### src/rtl/crc_holdback_fifo_if.sv
// Bus bundle for crc_holdback_fifo: packet write port, show-ahead read port and the
// stripped CRC trailer with its status pulses.
interface crc_holdback_fifo_if #(
    parameter int unsigned DATA_W = 8,
    parameter int unsigned ADDR_W = 6,
    parameter int unsigned HOLD   = 2
) ();
    logic                     w_enable;
    logic [DATA_W-1:0]        w_data;
    logic                     w_eop;
    logic                     w_abort;
    logic                     r_enable;
    logic [DATA_W-1:0]        r_data;
    logic                     r_last;
    logic                     empty;
    logic                     full;
    logic                     almost_full;
    logic [ADDR_W:0]          count;
    logic [HOLD*DATA_W-1:0]   crc_tail;
    logic                     crc_valid;
    logic                     runt;
    logic                     overflow;

    modport master (
        output w_enable, w_data, w_eop, w_abort, r_enable,
        input  r_data, r_last, empty, full, almost_full, count,
        input  crc_tail, crc_valid, runt, overflow
    );

    modport slave (
        input  w_enable, w_data, w_eop, w_abort, r_enable,
        output r_data, r_last, empty, full, almost_full, count,
        output crc_tail, crc_valid, runt, overflow
    );
endinterface

### src/rtl/crc_holdback_fifo.sv
// Packet-aware receive FIFO: buffers a packet, strips its trailing HOLD words into crc_tail
// and only exposes whole committed packets to the reader; aborted/overflowed packets vanish.
module crc_holdback_fifo #(
    parameter int unsigned DATA_W    = 8,
    parameter int unsigned ADDR_W    = 6,
    parameter int unsigned HOLD      = 2,
    parameter int unsigned AFULL_LVL = 56
) (
    input logic                clk,
    input logic                n_rst,
    crc_holdback_fifo_if.slave bus
);
    localparam int unsigned DEPTH  = 1 << ADDR_W;
    localparam int unsigned TAIL_W = HOLD * DATA_W;
    localparam int unsigned LEN_W  = 3;

    typedef logic [ADDR_W:0] ptr_t;

    localparam ptr_t              HOLD_P  = ptr_t'(HOLD);
    localparam ptr_t              DEPTH_P = ptr_t'(DEPTH);
    localparam ptr_t              AFULL_P = ptr_t'(AFULL_LVL);
    localparam logic [ADDR_W-1:0] LAST_A  = ADDR_W'(HOLD + 1);
    localparam logic [LEN_W-1:0]  HOLD_L  = LEN_W'(HOLD);
    localparam logic [LEN_W-1:0]  LEN_MAX = LEN_W'(HOLD + 1);

    logic [DATA_W-1:0] data_q [DEPTH];
    logic              last_q [DEPTH];

    ptr_t              wr_ptr_q, wr_ptr_d;
    ptr_t              cm_ptr_q, cm_ptr_d;
    ptr_t              rd_ptr_q, rd_ptr_d;
    logic [LEN_W-1:0]  pkt_len_q, pkt_len_d;
    logic [TAIL_W-1:0] tail_q, tail_d;
    logic              ovf_pend_q, ovf_pend_d;

    logic              empty_q, empty_d;
    logic              full_q, full_d;
    logic              almost_full_q, almost_full_d;
    ptr_t              count_q, count_d;
    logic [TAIL_W-1:0] crc_tail_q, crc_tail_d;
    logic              crc_valid_q, crc_valid_d;
    logic              runt_q, runt_d;
    logic              overflow_q, overflow_d;

    logic              wr_accept;
    logic              wr_drop;
    logic              rd_accept;
    logic              eop;
    logic              commit;
    ptr_t              wr_post;
    ptr_t              occ_d;
    logic [LEN_W-1:0]  len_post;
    logic [TAIL_W-1:0] tail_shift;
    logic [TAIL_W-1:0] tail_post;
    logic              ovf_post;
    logic [ADDR_W-1:0] wr_idx;
    logic [ADDR_W-1:0] rd_idx;
    logic [ADDR_W-1:0] last_idx;

    if (HOLD == 1) begin : g_tail_one
        assign tail_shift = bus.w_data;
    end else begin : g_tail_multi
        assign tail_shift = {tail_q[TAIL_W-DATA_W-1:0], bus.w_data};
    end

    always_comb begin
        wr_accept = bus.w_enable & ~full_q & ~bus.w_abort;
        wr_drop   = bus.w_enable & full_q & ~bus.w_abort;
        rd_accept = bus.r_enable & ~empty_q;
        eop       = bus.w_eop & ~bus.w_abort;

        // A word written alongside w_eop belongs to the packet being closed.
        wr_post   = wr_ptr_q + ptr_t'(wr_accept);
        len_post  = (wr_accept && pkt_len_q != LEN_MAX) ? pkt_len_q + LEN_W'(1) : pkt_len_q;
        tail_post = wr_accept ? tail_shift : tail_q;
        ovf_post  = ovf_pend_q | wr_drop;
        commit    = eop & ~ovf_post & (len_post > HOLD_L);

        wr_idx    = wr_ptr_q[ADDR_W-1:0];
        rd_idx    = rd_ptr_q[ADDR_W-1:0];
        last_idx  = wr_post[ADDR_W-1:0] - LAST_A;
    end

    always_comb begin
        wr_ptr_d    = wr_post;
        cm_ptr_d    = cm_ptr_q;
        rd_ptr_d    = rd_ptr_q + ptr_t'(rd_accept);
        pkt_len_d   = len_post;
        tail_d      = tail_post;
        ovf_pend_d  = ovf_post;
        crc_tail_d  = crc_tail_q;
        crc_valid_d = 1'b0;
        runt_d      = 1'b0;
        overflow_d  = 1'b0;

        if (bus.w_abort) begin
            wr_ptr_d   = cm_ptr_q;
            pkt_len_d  = '0;
            tail_d     = '0;
            ovf_pend_d = 1'b0;
        end else if (eop) begin
            pkt_len_d  = '0;
            tail_d     = '0;
            ovf_pend_d = 1'b0;
            if (ovf_post) begin
                wr_ptr_d   = cm_ptr_q;
                overflow_d = 1'b1;
            end else if (commit) begin
                wr_ptr_d    = wr_post - HOLD_P;
                cm_ptr_d    = wr_post - HOLD_P;
                crc_tail_d  = tail_post;
                crc_valid_d = 1'b1;
            end else begin
                wr_ptr_d    = cm_ptr_q;
                crc_tail_d  = tail_post;
                crc_valid_d = 1'b1;
                runt_d      = 1'b1;
            end
        end

        // Status flags track the next pointers so they carry no extra cycle of lag.
        occ_d         = wr_ptr_d - rd_ptr_d;
        full_d        = (occ_d == DEPTH_P);
        almost_full_d = (occ_d >= AFULL_P);
        count_d       = cm_ptr_d - rd_ptr_d;
        empty_d       = (cm_ptr_d == rd_ptr_d);
    end

    always_ff @(posedge clk) begin
        if (n_rst) begin
            wr_ptr_q      <= '0;
            cm_ptr_q      <= '0;
            rd_ptr_q      <= '0;
            pkt_len_q     <= '0;
            tail_q        <= '0;
            ovf_pend_q    <= 1'b0;
            empty_q       <= 1'b1;
            full_q        <= 1'b0;
            almost_full_q <= 1'b0;
            count_q       <= '0;
            crc_tail_q    <= '0;
            crc_valid_q   <= 1'b0;
            runt_q        <= 1'b0;
            overflow_q    <= 1'b0;
        end else begin
            wr_ptr_q      <= wr_ptr_d;
            cm_ptr_q      <= cm_ptr_d;
            rd_ptr_q      <= rd_ptr_d;
            pkt_len_q     <= pkt_len_d;
            tail_q        <= tail_d;
            ovf_pend_q    <= ovf_pend_d;
            empty_q       <= empty_d;
            full_q        <= full_d;
            almost_full_q <= almost_full_d;
            count_q       <= count_d;
            crc_tail_q    <= crc_tail_d;
            crc_valid_q   <= crc_valid_d;
            runt_q        <= runt_d;
            overflow_q    <= overflow_d;
        end
    end

    // Storage needs no reset: every committed word and its flag are rewritten in-packet.
    always_ff @(posedge clk) begin
        if (wr_accept) begin
            data_q[wr_idx] <= bus.w_data;
            last_q[wr_idx] <= 1'b0;
        end
        if (commit) begin
            last_q[last_idx] <= 1'b1;
        end
    end

    assign bus.r_data      = data_q[rd_idx];
    assign bus.r_last      = last_q[rd_idx] & ~empty_q;
    assign bus.empty       = empty_q;
    assign bus.full        = full_q;
    assign bus.almost_full = almost_full_q;
    assign bus.count       = count_q;
    assign bus.crc_tail    = crc_tail_q;
    assign bus.crc_valid   = crc_valid_q;
    assign bus.runt        = runt_q;
    assign bus.overflow    = overflow_q;
endmodule

### src/flat_wrapper.sv
// flat-port wrapper written by rule: the top's interface ports become plain ports
module crc_holdback_fifo_flat 
#(
    parameter int unsigned DATA_W    = 8,
    parameter int unsigned ADDR_W    = 6,
    parameter int unsigned HOLD      = 2,
    parameter int unsigned AFULL_LVL = 56
)
  (clk, n_rst, bus_w_enable, bus_w_data, bus_w_eop, bus_w_abort, bus_r_enable, bus_r_data, bus_r_last, bus_empty, bus_full, bus_almost_full, bus_count, bus_crc_tail, bus_crc_valid, bus_runt, bus_overflow);
  crc_holdback_fifo_if #(.DATA_W(DATA_W), .ADDR_W(ADDR_W), .HOLD(HOLD)) bus_i ();
  input logic clk;
  input logic n_rst;
  input wire logic [$bits(bus_i.w_enable)-1:0] bus_w_enable;
  input wire logic [$bits(bus_i.w_data)-1:0] bus_w_data;
  input wire logic [$bits(bus_i.w_eop)-1:0] bus_w_eop;
  input wire logic [$bits(bus_i.w_abort)-1:0] bus_w_abort;
  input wire logic [$bits(bus_i.r_enable)-1:0] bus_r_enable;
  output wire logic [$bits(bus_i.r_data)-1:0] bus_r_data;
  output wire logic [$bits(bus_i.r_last)-1:0] bus_r_last;
  output wire logic [$bits(bus_i.empty)-1:0] bus_empty;
  output wire logic [$bits(bus_i.full)-1:0] bus_full;
  output wire logic [$bits(bus_i.almost_full)-1:0] bus_almost_full;
  output wire logic [$bits(bus_i.count)-1:0] bus_count;
  output wire logic [$bits(bus_i.crc_tail)-1:0] bus_crc_tail;
  output wire logic [$bits(bus_i.crc_valid)-1:0] bus_crc_valid;
  output wire logic [$bits(bus_i.runt)-1:0] bus_runt;
  output wire logic [$bits(bus_i.overflow)-1:0] bus_overflow;
  assign bus_i.w_enable = bus_w_enable;
  assign bus_i.w_data = bus_w_data;
  assign bus_i.w_eop = bus_w_eop;
  assign bus_i.w_abort = bus_w_abort;
  assign bus_i.r_enable = bus_r_enable;
  assign bus_r_data = bus_i.r_data;
  assign bus_r_last = bus_i.r_last;
  assign bus_empty = bus_i.empty;
  assign bus_full = bus_i.full;
  assign bus_almost_full = bus_i.almost_full;
  assign bus_count = bus_i.count;
  assign bus_crc_tail = bus_i.crc_tail;
  assign bus_crc_valid = bus_i.crc_valid;
  assign bus_runt = bus_i.runt;
  assign bus_overflow = bus_i.overflow;
  crc_holdback_fifo #(.DATA_W(DATA_W), .ADDR_W(ADDR_W), .HOLD(HOLD), .AFULL_LVL(AFULL_LVL)) u_core (.clk(clk), .n_rst(n_rst), .bus(bus_i));
endmodule
### config.mk
export PLATFORM = sky130hd
export DESIGN_NAME = crc_holdback_fifo_flat
export DESIGN_NICKNAME = d
export VERILOG_FILES = /design/src/rtl/crc_holdback_fifo_if.sv /design/src/rtl/crc_holdback_fifo.sv /design/src/flat_wrapper.sv
export SDC_FILE = /design/constraint.sdc
export NUM_CORES = 1
export LEC_CHECK = 0
export BUFFER_PORTS_ARGS = -buffer_cell sky130_fd_sc_hd__buf_2
export CAP_MARGIN = 10
export CELL_PAD_IN_SITES_DETAIL_PLACEMENT = 1
export CELL_PAD_IN_SITES_GLOBAL_PLACEMENT = 2
export CORE_UTILIZATION = 48
export DETAILED_ROUTE_END_ITERATION = 10
export PLACE_DENSITY_LB_ADDON = 0.1
export SYNTH_ARGS = -nofsm -noshare
export SYNTH_HDL_FRONTEND = slang
export SYNTH_SLANG_ARGS = --single-unit
### constraint.sdc
create_clock -name clk -period 6.05 [get_ports clk]
set_clock_uncertainty 0.2 [all_clocks]
set_input_delay 0.9075 -clock clk [delete_from_list [all_inputs] [get_ports clk]]
set_output_delay 0.9075 -clock clk [all_outputs]
set_load 0.05 [all_outputs]
==> metrics <==
Initial DRC Count=1,030; Die W=236 um; worst-skew pair later-pin latency=610 ps; combinational power share=8.5%; Final setup viols=0; hold path depth=2; CTS Sinks=646; r2r startpoint=u_core.pkt_len_q[0]$_SDFF_PP0_; EDFF count, synth=512; Post CTS Setup Buffer Count=0; CTS Buffer Depth=3; # fillers=4,857; Ports=52; CTS tree=done; port bufs=51; core area=53,900 um2; M2 GR Usage=40.7%; GR Layer Usage met1=32.8%; most area-consuming cells after synthesis=edfxtp_1, mux4_2, dfxtp_1; die footprint=55,600 um2; post-synth top area share=58.6%; synth cell count leaders=edfxtp_1, mux4_2, dfxtp_1; global route hottest layer=met2; RSZ-0062 raised after global routing=false; Yosys cell types=68; slew margin rel.=23.5%; sw power=2.31 mW; CP Capture Type=output pin; cell internal pwr=7.81 mW; Syn Nets=1,574; startpoint types=flip-flop; Synth-to-Final Area Change=12.5%; Worst IR Drop VDD=253 uV; nets@finish=1,639; Sw Ratio=22.9%; clock buffer count from CTS=70; H-tree depth=3; root buffer cell=clkbuf_16; maxcap violations=0; CP Max Fanout=39; mapped cell area=26,200 um2; Yosys warning total=0; PD cells=343 nW/um2; global route overflow=0; Hold Startpoint=u_core.ovf_pend_q$_SDFF_PP0_; largest net degree at the start of global routing=112; TNS Setup=0 ps; async set-reset flop share out of synthesis=0%; GRT Total Usage=24.3%; ANT nets after route=0; Design Power=10.1 mW; fin crit period=5020 ps; ratio of cells with drive above 1 in the final layout=22.1%; capturing point of the worst reg2reg path=u_core.bus.almost_full$_SDFF_PP0_; Routability Congestion=0.779; post_cts resized=0; Leakage=9.77 nW; Top FF cell, synth=edfxtp_1; HPWL after DPL=40,600 um; status=complete, no violations; worst min path class=reg -> reg; Seq pwr share=48.5%; final wirelength=66,200 um; router iterations before antenna repair=7; Vias/cell=6.01; Period Utilization, post-route=83.0%; sequential cell area fraction in the yosys report=68.9%; # DRC=0; cts hold-fix bufs=0; endpoint of the worst hold path=u_core.ovf_pend_q$_SDFF_PP0_; R2R depth=15; GR Util met3=4.40%; most numerous cell in the Yosys netlist=edfxtp_1; WP data required=4940 ps; cell taking the most area after synthesis=edfxtp_1; fmax=0.199 GHz; number of global-route vias before repair=15,100; Final Hold Fails=0; clk slew on worst S/H paths=60 ps; Slew Limit Fails=0; initial antenna violation count=0; Mapped Cells=1,538; crit path DAT=3910 ps; Synth Register Bits=646; Rows=85; Clk pwr share=43.0%; r2r setup slk=1410 ps; Starting Density=48.6%; first-pass GRT wire length=98,700 um; syn avg cell area=17.0 um2; routed wire length per instance=28.1 um; Least-Margin Pin Slew=1140 ps; via count=14,200; Crit Path Class=reg -> out; Die Height=236 um
area by class of cell:
cell class	count	area [um2]	area share [%]
diodes	4	10.0	0.0339
clock buffers	93	1980	6.73
clock inverters	34	355	1.20
inverters	48	181	0.615
multi-input cells	760	7550	25.6
flip-flops and latches	646	18100	61.2
well taps	696	871	2.95
repair buffers	77	488	1.65
per-layer routing:
metal / vias up / share of wire (%) / wire length, um
met5: - / 0 / 0
met4: 0 / 1.9 / 1280
met2: 397 / 50 / 32800
li1: 6219 / - / -
met1: 7478 / 43 / 28600
met3: 84 / 5.3 / 3530
power by group through the flow:
stage / Sequential [mW] / Clock, mW / Combinational (mW)
2_1_floorplan: 5.04 / 0 / 0.581
3_3_place_gp: 5.01 / 0 / 0.851
3_5_place_dp: 5.01 / 0 / 0.868
4_1_cts: 4.92 / 4.43 / 0.870
5_1_grt: 4.92 / 4.60 / 0.918
6_report: 4.91 / 4.35 / 0.857
kinds of logic (layout without fill, tap and decap cells):
group / count (synthesis) / count (layout) / synth area share [%]
buf+inv: 132 / 252 / 2.38
other cells: 0 / 4 / 0
xor+xnor: 33 / 33 / 1.36
fa+ha+maj: 22 / 22 / 1.08
mux: 218 / 218 / 15.6
flops: 646 / 646 / 68.9
simple gates: 278 / 278 / 5.13
compound gates: 209 / 209 / 5.60
flip-flops by register name, summed over array words and instances, names as in the netlist, 3 cells and up:
register	count
u_core.tail_q	16
u_core.cm_ptr_q	7
u_core.data_q	512
u_core.rd_ptr_q	7
u_core.last_q	64
u_core.bus.count	7
u_core.pkt_len_q	3
u_core.bus.crc_tail	16
u_core.wr_ptr_q	7
layout by cell type (no fill, tap or decap), types with 40 or more instances in the layout:
master	synthesis	routed
nor2_1	102	102
buf_2	15	51
nand2_1	75	75
clkbuf_16	0	75
dfxtp_1	134	131
a22o_1	40	40
o21ai_0	58	58
mux2i_1	64	64
edfxtp_1	512	512
mux4_2	152	152
inv_1	47	47
worst max-delay path by stage:
stage          slack (ps)                           from                                end
2_1_floorplan        1010                    bus_w_abort  u_core.bus.almost_full$_SDFF_PP0_
6_report             1030  u_core.rd_ptr_q[0]$_SDFF_PP0_                         bus_r_last
3_5_place_dp          970                    bus_w_abort  u_core.bus.almost_full$_SDFF_PP0_
4_1_cts               930  u_core.rd_ptr_q[0]$_SDFF_PP0_                         bus_r_last
3_3_place_gp         1140                    bus_w_abort  u_core.bus.almost_full$_SDFF_PP0_
5_1_grt               840  u_core.rd_ptr_q[0]$_SDFF_PP0_                         bus_r_last
through the flow:
stage / std cells / utilization, % / cell area (um2) / setup WS (ps) / hold slack [ps]
2_1_floorplan: 1538 / - / 26200 / 1010 / 237
3_3_place_gp: 2227 / 50.4 / 27200 / 1140 / 249
3_5_place_dp: 2227 / 50.4 / 27200 / 968 / 255
4_1_cts: 2354 / 54.7 / 29500 / 926 / 270
5_1_grt: 2354 / 54.7 / 29500 / 839 / 285
6_report: 2358 / 54.7 / 29500 / 1030 / 267
worst max-delay path: stages (launching register included):
cell and delay, ps:
dfxtp_4 890, buf_4 430, mux4_2 550, mux4_2 510, mux4_2 530, nor2b_1 160, buf_2 200
Note: power is estimated with default switching activity, not from simulation.
